<file path="config.mk">
export PLATFORM = sky130hd
export DESIGN_NAME = multi_issue_engine
export DESIGN_NICKNAME = d
export VERILOG_FILES = /design/src/rtl/issue_pkg.sv /design/src/rtl/issue_scoreboard.sv /design/src/rtl/multi_issue_engine.sv
export SDC_FILE = /design/constraint.sdc
export NUM_CORES = 1
export LEC_CHECK = 0
export CAP_MARGIN = 10
export CORE_MARGIN = 1
export CORE_UTILIZATION = 40
export DETAILED_ROUTE_END_ITERATION = 12
export HOLD_SLACK_MARGIN = 0.08
export PLACE_DENSITY = 0.58
export RECOVER_POWER = 100
export SLEW_MARGIN = 20
export SYNTH_ARGS = -nofsm -noshare
export SYNTH_HDL_FRONTEND = slang
export SYNTH_SLANG_ARGS = --single-unit
</file>
<file path="constraint.sdc">
create_clock -name clk -period 4.4 [get_ports clk]
set_clock_uncertainty 0.05 [all_clocks]
set_input_delay 0.44 -clock clk [delete_from_list [all_inputs] [get_ports clk]]
set_output_delay 0.44 -clock clk [all_outputs]
set_load 0.005 [all_outputs]
</file>
<file path="src/rtl/issue_pkg.sv">
// Shared types and defaults for the multi-issue decode engine.
package issue_pkg;

  localparam int DEFAULT_ISSUE_WIDTH = 2;
  localparam int DEFAULT_LOAD_LAT    = 2;

  // Memory-access class of a decoded instruction.
  localparam logic [1:0] MEM_NONE  = 2'd0;
  localparam logic [1:0] MEM_LOAD  = 2'd1;
  localparam logic [1:0] MEM_STORE = 2'd2;

  // Everything the issue logic needs to know about one decode slot.
  typedef struct packed {
    logic [4:0] rs;
    logic [4:0] rt;
    logic [4:0] dest;
    logic       uses_rt;
    logic       wb_en;
    logic [1:0] mem_type;
    logic       is_branch;
    logic       priv;
    logic       hilo;
  } slot_info_t;

  // True when slot s produces a result in architectural register r (never $0).
  function automatic logic writes_reg(input slot_info_t s, input logic [4:0] r);
    return s.wb_en && (s.dest != 5'd0) && (s.dest == r);
  endfunction

endpackage

</file>
<file path="src/rtl/issue_scoreboard.sv">
// Per-register load-use countdown array with multi-port busy lookup.
module issue_scoreboard
  import issue_pkg::*;
#(
  parameter int NUM_RD   = 4,
  parameter int LOAD_LAT = DEFAULT_LOAD_LAT
) (
  input  logic                   clk,
  input  logic                   rst,
  input  logic                   clear,
  input  logic                   stall,
  input  logic                   set_en,
  input  logic [4:0]             set_addr,
  input  logic [NUM_RD-1:0][4:0] rd_addr,
  output logic [NUM_RD-1:0]      rd_busy
);

  logic [2:0] cnt_q [32];
  logic [2:0] cnt_d [32];

  // Next countdown: decrement when the backend moves, a new load overrides, flush wipes all.
  always_comb begin
    for (int r = 0; r < 32; r++) begin
      cnt_d[r] = cnt_q[r];
      if (!stall && (cnt_q[r] != 3'd0)) begin
        cnt_d[r] = cnt_q[r] - 3'd1;
      end
      if (set_en && (set_addr == 5'(r))) begin
        cnt_d[r] = 3'(LOAD_LAT);
      end
      if (clear) begin
        cnt_d[r] = 3'd0;
      end
    end
    // $0 is hard-wired and can never be waited on.
    cnt_d[0] = 3'd0;
  end

  // Countdown state; reset dominates flush and load-set.
  always_ff @(posedge clk) begin
    if (rst) begin
      for (int r = 0; r < 32; r++) begin
        cnt_q[r] <= 3'd0;
      end
    end else begin
      for (int r = 0; r < 32; r++) begin
        cnt_q[r] <= cnt_d[r];
      end
    end
  end

  for (genvar gi = 0; gi < NUM_RD; gi++) begin : g_rd
    assign rd_busy[gi] = (cnt_q[rd_addr[gi]] != 3'd0);
  end

endmodule

</file>
<file path="src/rtl/multi_issue_engine.sv">
// In-order multi-issue grant logic with load-use scoreboard and perf counters.
module multi_issue_engine
  import issue_pkg::*;
#(
  parameter int ISSUE_WIDTH = DEFAULT_ISSUE_WIDTH,
  parameter int LOAD_LAT    = DEFAULT_LOAD_LAT
) (
  input  logic                        clk,
  input  logic                        rst,
  input  logic                        flush,
  input  logic                        backend_stall,
  input  logic [2:0]                  fifo_count,
  input  logic [ISSUE_WIDTH-1:0][4:0] slot_rs,
  input  logic [ISSUE_WIDTH-1:0][4:0] slot_rt,
  input  logic [ISSUE_WIDTH-1:0][4:0] slot_dest,
  input  logic [ISSUE_WIDTH-1:0]      slot_uses_rt,
  input  logic [ISSUE_WIDTH-1:0]      slot_wb_en,
  input  logic [ISSUE_WIDTH-1:0][1:0] slot_mem_type,
  input  logic [ISSUE_WIDTH-1:0]      slot_is_branch,
  input  logic [ISSUE_WIDTH-1:0]      slot_priv,
  input  logic [ISSUE_WIDTH-1:0]      slot_hilo,
  output logic [ISSUE_WIDTH-1:0]      issue_en,
  output logic [2:0]                  issue_count,
  output logic [31:0]                 multi_issue_cnt,
  output logic [31:0]                 hazard_stall_cnt
);

  localparam int NUM_RD = 2 * ISSUE_WIDTH;

  slot_info_t               slot [ISSUE_WIDTH];
  logic [NUM_RD-1:0][4:0]   rd_addr;
  logic [NUM_RD-1:0]        rd_busy;
  logic [ISSUE_WIDTH-1:0]   grant;
  logic                     chain_c;
  logic                     ok_c;
  logic [2:0]               count_c;
  logic                     hazard_c;
  logic                     load_set;
  logic [31:0]              multi_issue_cnt_q, multi_issue_cnt_d;
  logic [31:0]              hazard_stall_cnt_q, hazard_stall_cnt_d;

  // Slot i looks up its rs on port 2i and its rt on port 2i+1.
  for (genvar gi = 0; gi < ISSUE_WIDTH; gi++) begin : g_slot
    assign slot[gi] = '{rs: slot_rs[gi], rt: slot_rt[gi], dest: slot_dest[gi],
                        uses_rt: slot_uses_rt[gi], wb_en: slot_wb_en[gi],
                        mem_type: slot_mem_type[gi], is_branch: slot_is_branch[gi],
                        priv: slot_priv[gi], hilo: slot_hilo[gi]};
    assign rd_addr[2*gi]   = slot_rs[gi];
    assign rd_addr[2*gi+1] = slot_rt[gi];
  end

  // Walk slots oldest-first; the first refusal ends the group so the grant is always a prefix.
  always_comb begin
    grant   = '0;
    count_c = 3'd0;
    ok_c    = 1'b0;
    chain_c = !rst && !flush && !backend_stall;
    for (int i = 0; i < ISSUE_WIDTH; i++) begin
      ok_c = (int'(fifo_count) > i) && !rd_busy[2*i] && !(slot[i].uses_rt && rd_busy[2*i+1]);
      if (i > 0) begin
        // Younger slots must be plain ALU ops; memory, branch, priv and hilo go alone or first.
        ok_c = ok_c && (slot[i].mem_type == MEM_NONE) && !slot[i].is_branch &&
               !slot[i].priv && !slot[i].hilo;
        for (int j = 0; j < i; j++) begin
          if (slot[j].priv || slot[j].hilo) ok_c = 1'b0;
          if (writes_reg(slot[j], slot[i].rs)) ok_c = 1'b0;
          if (slot[i].uses_rt && writes_reg(slot[j], slot[i].rt)) ok_c = 1'b0;
          if (slot[i].wb_en && writes_reg(slot[j], slot[i].dest)) ok_c = 1'b0;
        end
      end
      chain_c  = chain_c && ok_c;
      grant[i] = chain_c;
      count_c  = count_c + {2'b00, chain_c};
    end
  end

  assign issue_en    = grant;
  assign issue_count = count_c;

  // Slot 0 present and otherwise issuable, but waiting on a pending load result.
  assign hazard_c = (fifo_count != 3'd0) && !backend_stall && !flush &&
                    (rd_busy[0] || (slot[0].uses_rt && rd_busy[1]));

  assign load_set = grant[0] && (slot[0].mem_type == MEM_LOAD) &&
                    slot[0].wb_en && (slot[0].dest != 5'd0);

  issue_scoreboard #(
    .NUM_RD   (NUM_RD),
    .LOAD_LAT (LOAD_LAT)
  ) u_scoreboard (
    .clk      (clk),
    .rst      (rst),
    .clear    (flush),
    .stall    (backend_stall),
    .set_en   (load_set),
    .set_addr (slot[0].dest),
    .rd_addr  (rd_addr),
    .rd_busy  (rd_busy)
  );

  // Performance counters advance freely and wrap at 2^32.
  always_comb begin
    multi_issue_cnt_d  = multi_issue_cnt_q + {31'd0, (count_c >= 3'd2)};
    hazard_stall_cnt_d = hazard_stall_cnt_q + {31'd0, hazard_c};
  end

  // Counter state.
  always_ff @(posedge clk) begin
    if (rst) begin
      multi_issue_cnt_q  <= 32'd0;
      hazard_stall_cnt_q <= 32'd0;
    end else begin
      multi_issue_cnt_q  <= multi_issue_cnt_d;
      hazard_stall_cnt_q <= hazard_stall_cnt_d;
    end
  end

  assign multi_issue_cnt  = multi_issue_cnt_q;
  assign hazard_stall_cnt = hazard_stall_cnt_q;

endmodule

</file>
# [Word level (Yosys, flattened, before mapping)]
# Memory sizes are Yosys's and may differ from the RTL's.
# Cells that the tools add are included.
[classes] n_addsub=34 n_mul=0 div=0 order_cmp=3 eq_ne=35 shift=0 muxes=132 bitwise_logic=32 reduce_logical=138
[op_table] op="3-bit two-way mux" n=125
[op_table] op="3-bit nonzero test" n=36
[op_table] op="3-bit by 1-bit subtractor with 3-bit output (second input constant)" n=31
[op_table] op="1-bit logical AND" n=88
[op_table] op="5-bit equality test (second input constant)" n=16
[op_table] op="32-bit by 1-bit adder with 32-bit output" n=2
[op_table] op="5-bit by 4-bit equality test with 1-bit output (second input constant)" n=8
[op_table] op="1-bit bitwise OR" n=32
[op_table] op="5-bit by 3-bit equality test with 1-bit output (second input constant)" n=4
[op_table] op="5-bit equality test" n=3
[op_table] op="5-bit by 2-bit equality test with 1-bit output (second input constant)" n=2
[op_table] op="1-bit zero test" n=10
[op_table] op="1-bit two-way mux" n=7
[op_table] op="3-bit by 1-bit > comparator with 1-bit output (second input constant)" n=2
[op_table] op="5-bit by 1-bit equality test with 1-bit output (second input constant)" n=1
[op_table] op="5-bit nonzero test" n=1
[op_table] op="1-bit by 1-bit adder with 2-bit output" n=1
[op_table] op="2-bit by 1-bit equality test with 1-bit output (second input constant)" n=1
[op_table] op="2-bit >= comparator (second input constant)" n=1
[op_table] op="2-bit zero test" n=1
[op_table] op="1-bit logical OR" n=2
[totals] reg_bits=64 latchBits=0 mem_bits_rw=96 romBits=0 elab_cells=377 memories=1
[memory_table] name="u_scoreboard.cnt_q" words=32 word_bits=3 read_ports=35 rd_ports_with_merged_regs=0 write_ports=32 line="issue_scoreboard.sv:18" source="logic [2:0] cnt_q [32];"

# [Depth between registers and ports, before layout]
# An unclocked memory read counts as a cell.
[logic_depth] ltp_word=17 ltp_mapped=18

# [By module]
# A second synthesis with hierarchy kept.
[unflattened] cells_unflattened=1140 hier_area_um2=9365.2
[modules_own_cells] module="issue_scoreboard" instances=1 cells_per_inst=780 area_each_um2=6182.2 seq_area_each_um2=1861.8
[modules_own_cells] module="multi_issue_engine" instances=1 cells_per_inst=360 area_each_um2=3183.1 seq_area_each_um2=1281.2

# [Worst setup path after synthesis]
# OpenSTA, ideal clock, no wires.
[synth_timing] path_kind="in2reg" from="input port slot_rs[0] in the netlist's numbering" to="register multi_issue_cnt_q[31] (netlist: multi_issue_cnt[31])" setup_ps=70 arrival_ps=3860 required_ps=4280 setup_slack_ps=420 stages=14 path_buffers=2 path_cell_list="buf_2 or4_1 a211o_1 o211a_2 o21ai_4 buf_6 o211ai_2 nor4bb_1 ha_1 nand3_1 nor2_1 nand4_1 or3_1 a21oi_1"
[synth_via] elab_chain_len=10
[synth_lines] item="start, declared" line="multi_issue_engine.sv:13" source="input logic [ISSUE_WIDTH-1:0][4:0] slot_rs,"
[synth_lines] item="memory 32 x 3 bit"
[synth_lines] item="3-bit nonzero test" line="issue_scoreboard.sv:53" source="assign rd_busy[gi] = (cnt_q[rd_addr[gi]] != 3'd0);"
[synth_lines] item="1-bit zero test" line="multi_issue_engine.sv:59" source="ok_c = (int'(fifo_count) > i) && !rd_busy[2*i] && !(slot[i].uses_rt && rd_busy[2*i+1]);"
[synth_lines] item="1-bit logical AND (2 in series)" line="multi_issue_engine.sv:59"
[synth_lines] item="1-bit logical AND (2 in series)" line="multi_issue_engine.sv:71" source="chain_c = chain_c && ok_c;"
[synth_lines] item="via chain_c" line="multi_issue_engine.sv:34" source="logic chain_c;"
[synth_lines] item="1-bit by 1-bit adder with 2-bit output" line="multi_issue_engine.sv:73" source="count_c = count_c + {2'b00, chain_c};"
[synth_lines] item="2-bit >= comparator" line="multi_issue_engine.sv:103" source="multi_issue_cnt_d = multi_issue_cnt_q + {31'd0, (count_c >= 3'd2)};"
[synth_lines] item="32-bit by 1-bit adder with 32-bit output" line="multi_issue_engine.sv:103"
[synth_lines] item="end signal, assigned" line="multi_issue_engine.sv:113" source="multi_issue_cnt_q <= multi_issue_cnt_d;"
[synth_lines] item="end, declared" line="multi_issue_engine.sv:39" source="logic [31:0] multi_issue_cnt_q, multi_issue_cnt_d;"
# The timed path passes the listed nets, and every way through them passes these cells.
# A chain may end at the register's enable or synchronous reset.

# [Worst setup path in the final report]
[layout_timing] from="input port slot_rt[1] in the netlist's numbering" to="output port issue_count[1]"
[layout_via] elab_chain_len=8
[layout_lines] item="start, declared" line="multi_issue_engine.sv:14" source="input logic [ISSUE_WIDTH-1:0][4:0] slot_rt,"
[layout_lines] item="memory 32 x 3 bit *"
[layout_lines] item="3-bit nonzero test *" line="issue_scoreboard.sv:53"
[layout_lines] item="1-bit logical AND *" line="multi_issue_engine.sv:59"
[layout_lines] item="1-bit zero test *" line="multi_issue_engine.sv:59"
[layout_lines] item="1-bit logical AND *" line="multi_issue_engine.sv:59"
[layout_lines] item="1-bit logical AND *" line="multi_issue_engine.sv:71"
[layout_lines] item="1-bit logical AND" line="multi_issue_engine.sv:71"
[layout_lines] item="1-bit by 1-bit adder with 2-bit output *" line="multi_issue_engine.sv:73"
[layout_lines] item="end, declared" line="multi_issue_engine.sv:23" source="output logic [2:0] issue_count,"
# Every way passes the cells marked *; elsewhere a longest branch is shown, timed or not.

==> impl_metrics.tcl <==
set metrics [dict create \
    run_status "finished clean" \
    cp-start-kind "input port" \
    first_iter_violations 626 \
    syn_nets 1284 \
    fin_ws_ns 0.3756 \
    post_drt_wl_per_cell_um 17.50 \
    io-pin-count 120 \
    clock-sinks 157 \
    mostFrequentLayoutCell "dfxtp_1" \
    grt_use_total 0.2309 \
    viasPerCell 5.612 \
    r2r.worst_path.cells 13 \
    post_cts_buffers 0 \
    worstSetupEndpointType "output pin" \
    async_flop_share 0 \
    synth_flop_cell "dfxtp_1" \
    core.rowCount 56 \
    area_delta_synth_final_pct 21.96 \
    powerDensity_nw_per_um2 270.9 \
    cp.required_ns 3.91 \
    worst_pin_slew_ns 0.8142 \
    vias 9081 \
    dp_slack_ns -0.02674 \
    drcViolationCount 0 \
    yosys_warnings 0 \
    fin_crit_ns 4.024 \
    fp.dieW_um 158.4 \
    firstDrtPassIters 5 \
    hpwl_mm 20.78 \
    cts_tree "built" \
    final_area_um2 11930 \
    dieArea_um2 25070 \
    portBuffers 117 \
    cp.arrival_ns 3.53 \
    clk_pin_slew_worst_paths_ns 0.07 \
    holdWs_ns 0.4461 \
    synth_top_area_cell "dfxtp_1" \
    max_freq_ghz 0.2485 \
    syn_area_um2 9778 \
    netlist_instances 1167 \
    postSynthAreaPerCell_um2 8.379 \
    cpPeakStageDelay_ns 0.58 \
    maxSlewViolCount 0 \
    place_area_um2 11420 \
    synth.distinct_cells 75 \
    synth_seq_cells 157 \
    first_global_vias 8379 \
    synth_area_leaders "dfxtp_1 32%, ha_1 8.4%, nor2_1 4.3%" \
    hp-class "reg -> reg" \
    antenna_found_initial 0 \
    grt_pass1_wl_mm 44.64 \
    drive_above_1_share 0.07544 \
    antenna_cells 0 \
    setup_viol 0 \
    clk_latency_ns 0.43 \
    rsz0062_at_grt "false" \
    cts_buffer_depth 2 \
    htree_levels 4 \
    timing.final.crit_share 0.9146 \
    nets 1404 \
    place_congestion 0.8849 \
    hold_path_depth 2 \
    slew_headroom 0.4566 \
    core_um2 23750 \
    final_cell_mix "157 x dfxtp_1, 110 x nor2_1, 103 x nand2_1, 100 x inv_1, 67 x dlygate4sd3_1" \
    cts-root-buf "clkbuf_16" \
    crit_slowest_cell "dlygate4sd3_1" \
    totalWireLength_mm 28.32 \
    die_y_um 158.4 \
    initial_core_util 0.4117 \
    antenna_left 0 \
    crit_chain "dlygate4sd3_1, buf_12, nor3b_1, o21ai_0, a2111oi_0, a221o_2, o211ai_2, nor4bb_1, buf_4, clkdlybuf4s50_1" \
    synth-edff-count 0 \
    synth_top_area_share 0.3214 \
    hold_viol 0 \
    maxCapViolCount 0 \
    path_max_fanout 21 \
    hold_buffers 0 \
    yosysSeqAreaShare 0.3214 \
    worstSetupPathType "in -> out" \
    grt_max_degree 70 \
    ir_drop_mv 0.1810 \
    p_leak_uw 0.004211 \
    cts_resized 0 \
    cts_buffers 17 \
    grt_overflow 0 \
]
==> through the flow <==
step	setup TNS, ns	instances	total power [µW]	utilization
floorplan	0	1167	1605	-
global placement	0	1586	1730	0.4808
detailed placement	-0.02674	1586	1732	0.4808
CTS	0	1617	3266	0.5062
global route	0	1618	3333	0.5021
finish	0	1618	3230	0.5021
==> layout make-up <==
type	count	area [µm²]
well taps	319	399.1
clock inverters	14	177.7
multi-input cells	849	5921
fillers	2250	11830
clock buffers	17	425.4
inverters	102	382.9
flip-flops and latches	157	3143
repair buffers	160	1476
==> worst paths after layout <==
kind / startpoint / to / slack (ns)
hold reg to reg: multi_issue_cnt[27]$_SDFF_PP0_ / multi_issue_cnt[27]$_SDFF_PP0_ / 0.45
hold / removal: multi_issue_cnt[27]$_SDFF_PP0_ / multi_issue_cnt[27]$_SDFF_PP0_ / 0.45
setup / recovery: slot_rt[1] / issue_count[1] / 0.38
setup reg to reg: u_scoreboard.cnt_q[3][2]$_SDFFE_PP0P_ / multi_issue_cnt[31]$_SDFF_PP0_ / 0.64
==> layer usage <==
layer	track usage	wire length, µm
met5	0	0
met4	0.07326	702
met1	0.3011	13210
met3	0.04110	1548
met2	0.3849	12860
==> registers in the layout (all words and copies together), names as in the netlist <==
| register | cells |
|---|---|
| hazard_stall_cnt | 32 |
| multi_issue_cnt | 32 |
| u_scoreboard.cnt_q | 93 |
==> worst max-delay path, delay by kind of cell <==
kind                   cells  cell delay [ns]
buffers and inverters      4             1.45
AOI/OAI and AO/OA          4             0.97
and+or+nand+nor            2             0.65
==> synth_stat cells, types with 24 or more instances <==
| library cell | instances |
|---|---|
| a21oi_1 | 42 |
| nand3_1 | 24 |
| inv_1 | 100 |
| clkbuf_1 | 40 |
| o21ai_0 | 47 |
| nor2_1 | 111 |
| dfxtp_1 | 157 |
| a211oi_1 | 27 |
| xor2_1 | 46 |
| ha_1 | 66 |
| xnor2_1 | 47 |
| nand2_1 | 103 |
| o22ai_1 | 32 |
| nor3_1 | 46 |
| o211ai_1 | 29 |
==> power breakdown <==
part           leakage, µW  internal [µW]  total (µW)  switching, µW
combinational      0.00265            110         275            165
clock             0.000295            859        1530            675
sequential         0.00126           1420        1420          0.557
==> cell families (layout without fill, tap and decap cells) <==
kind of cell | after synthesis | count (layout) | synth area share
XOR/XNOR | 93 | 93 | 0.08330
AND/OR/NAND/NOR | 401 | 401 | 0.1996
multiplexers | 29 | 29 | 0.05170
buffers and inverters | 161 | 293 | 0.06692
adder cells (fa/ha/maj) | 66 | 66 | 0.08445
flip-flops | 157 | 157 | 0.3214
AO/OA/AOI/OAI | 259 | 259 | 0.1922
other | 1 | 1 | 0.0003835
No activity file was read; power rests on OpenSTA's default activity.
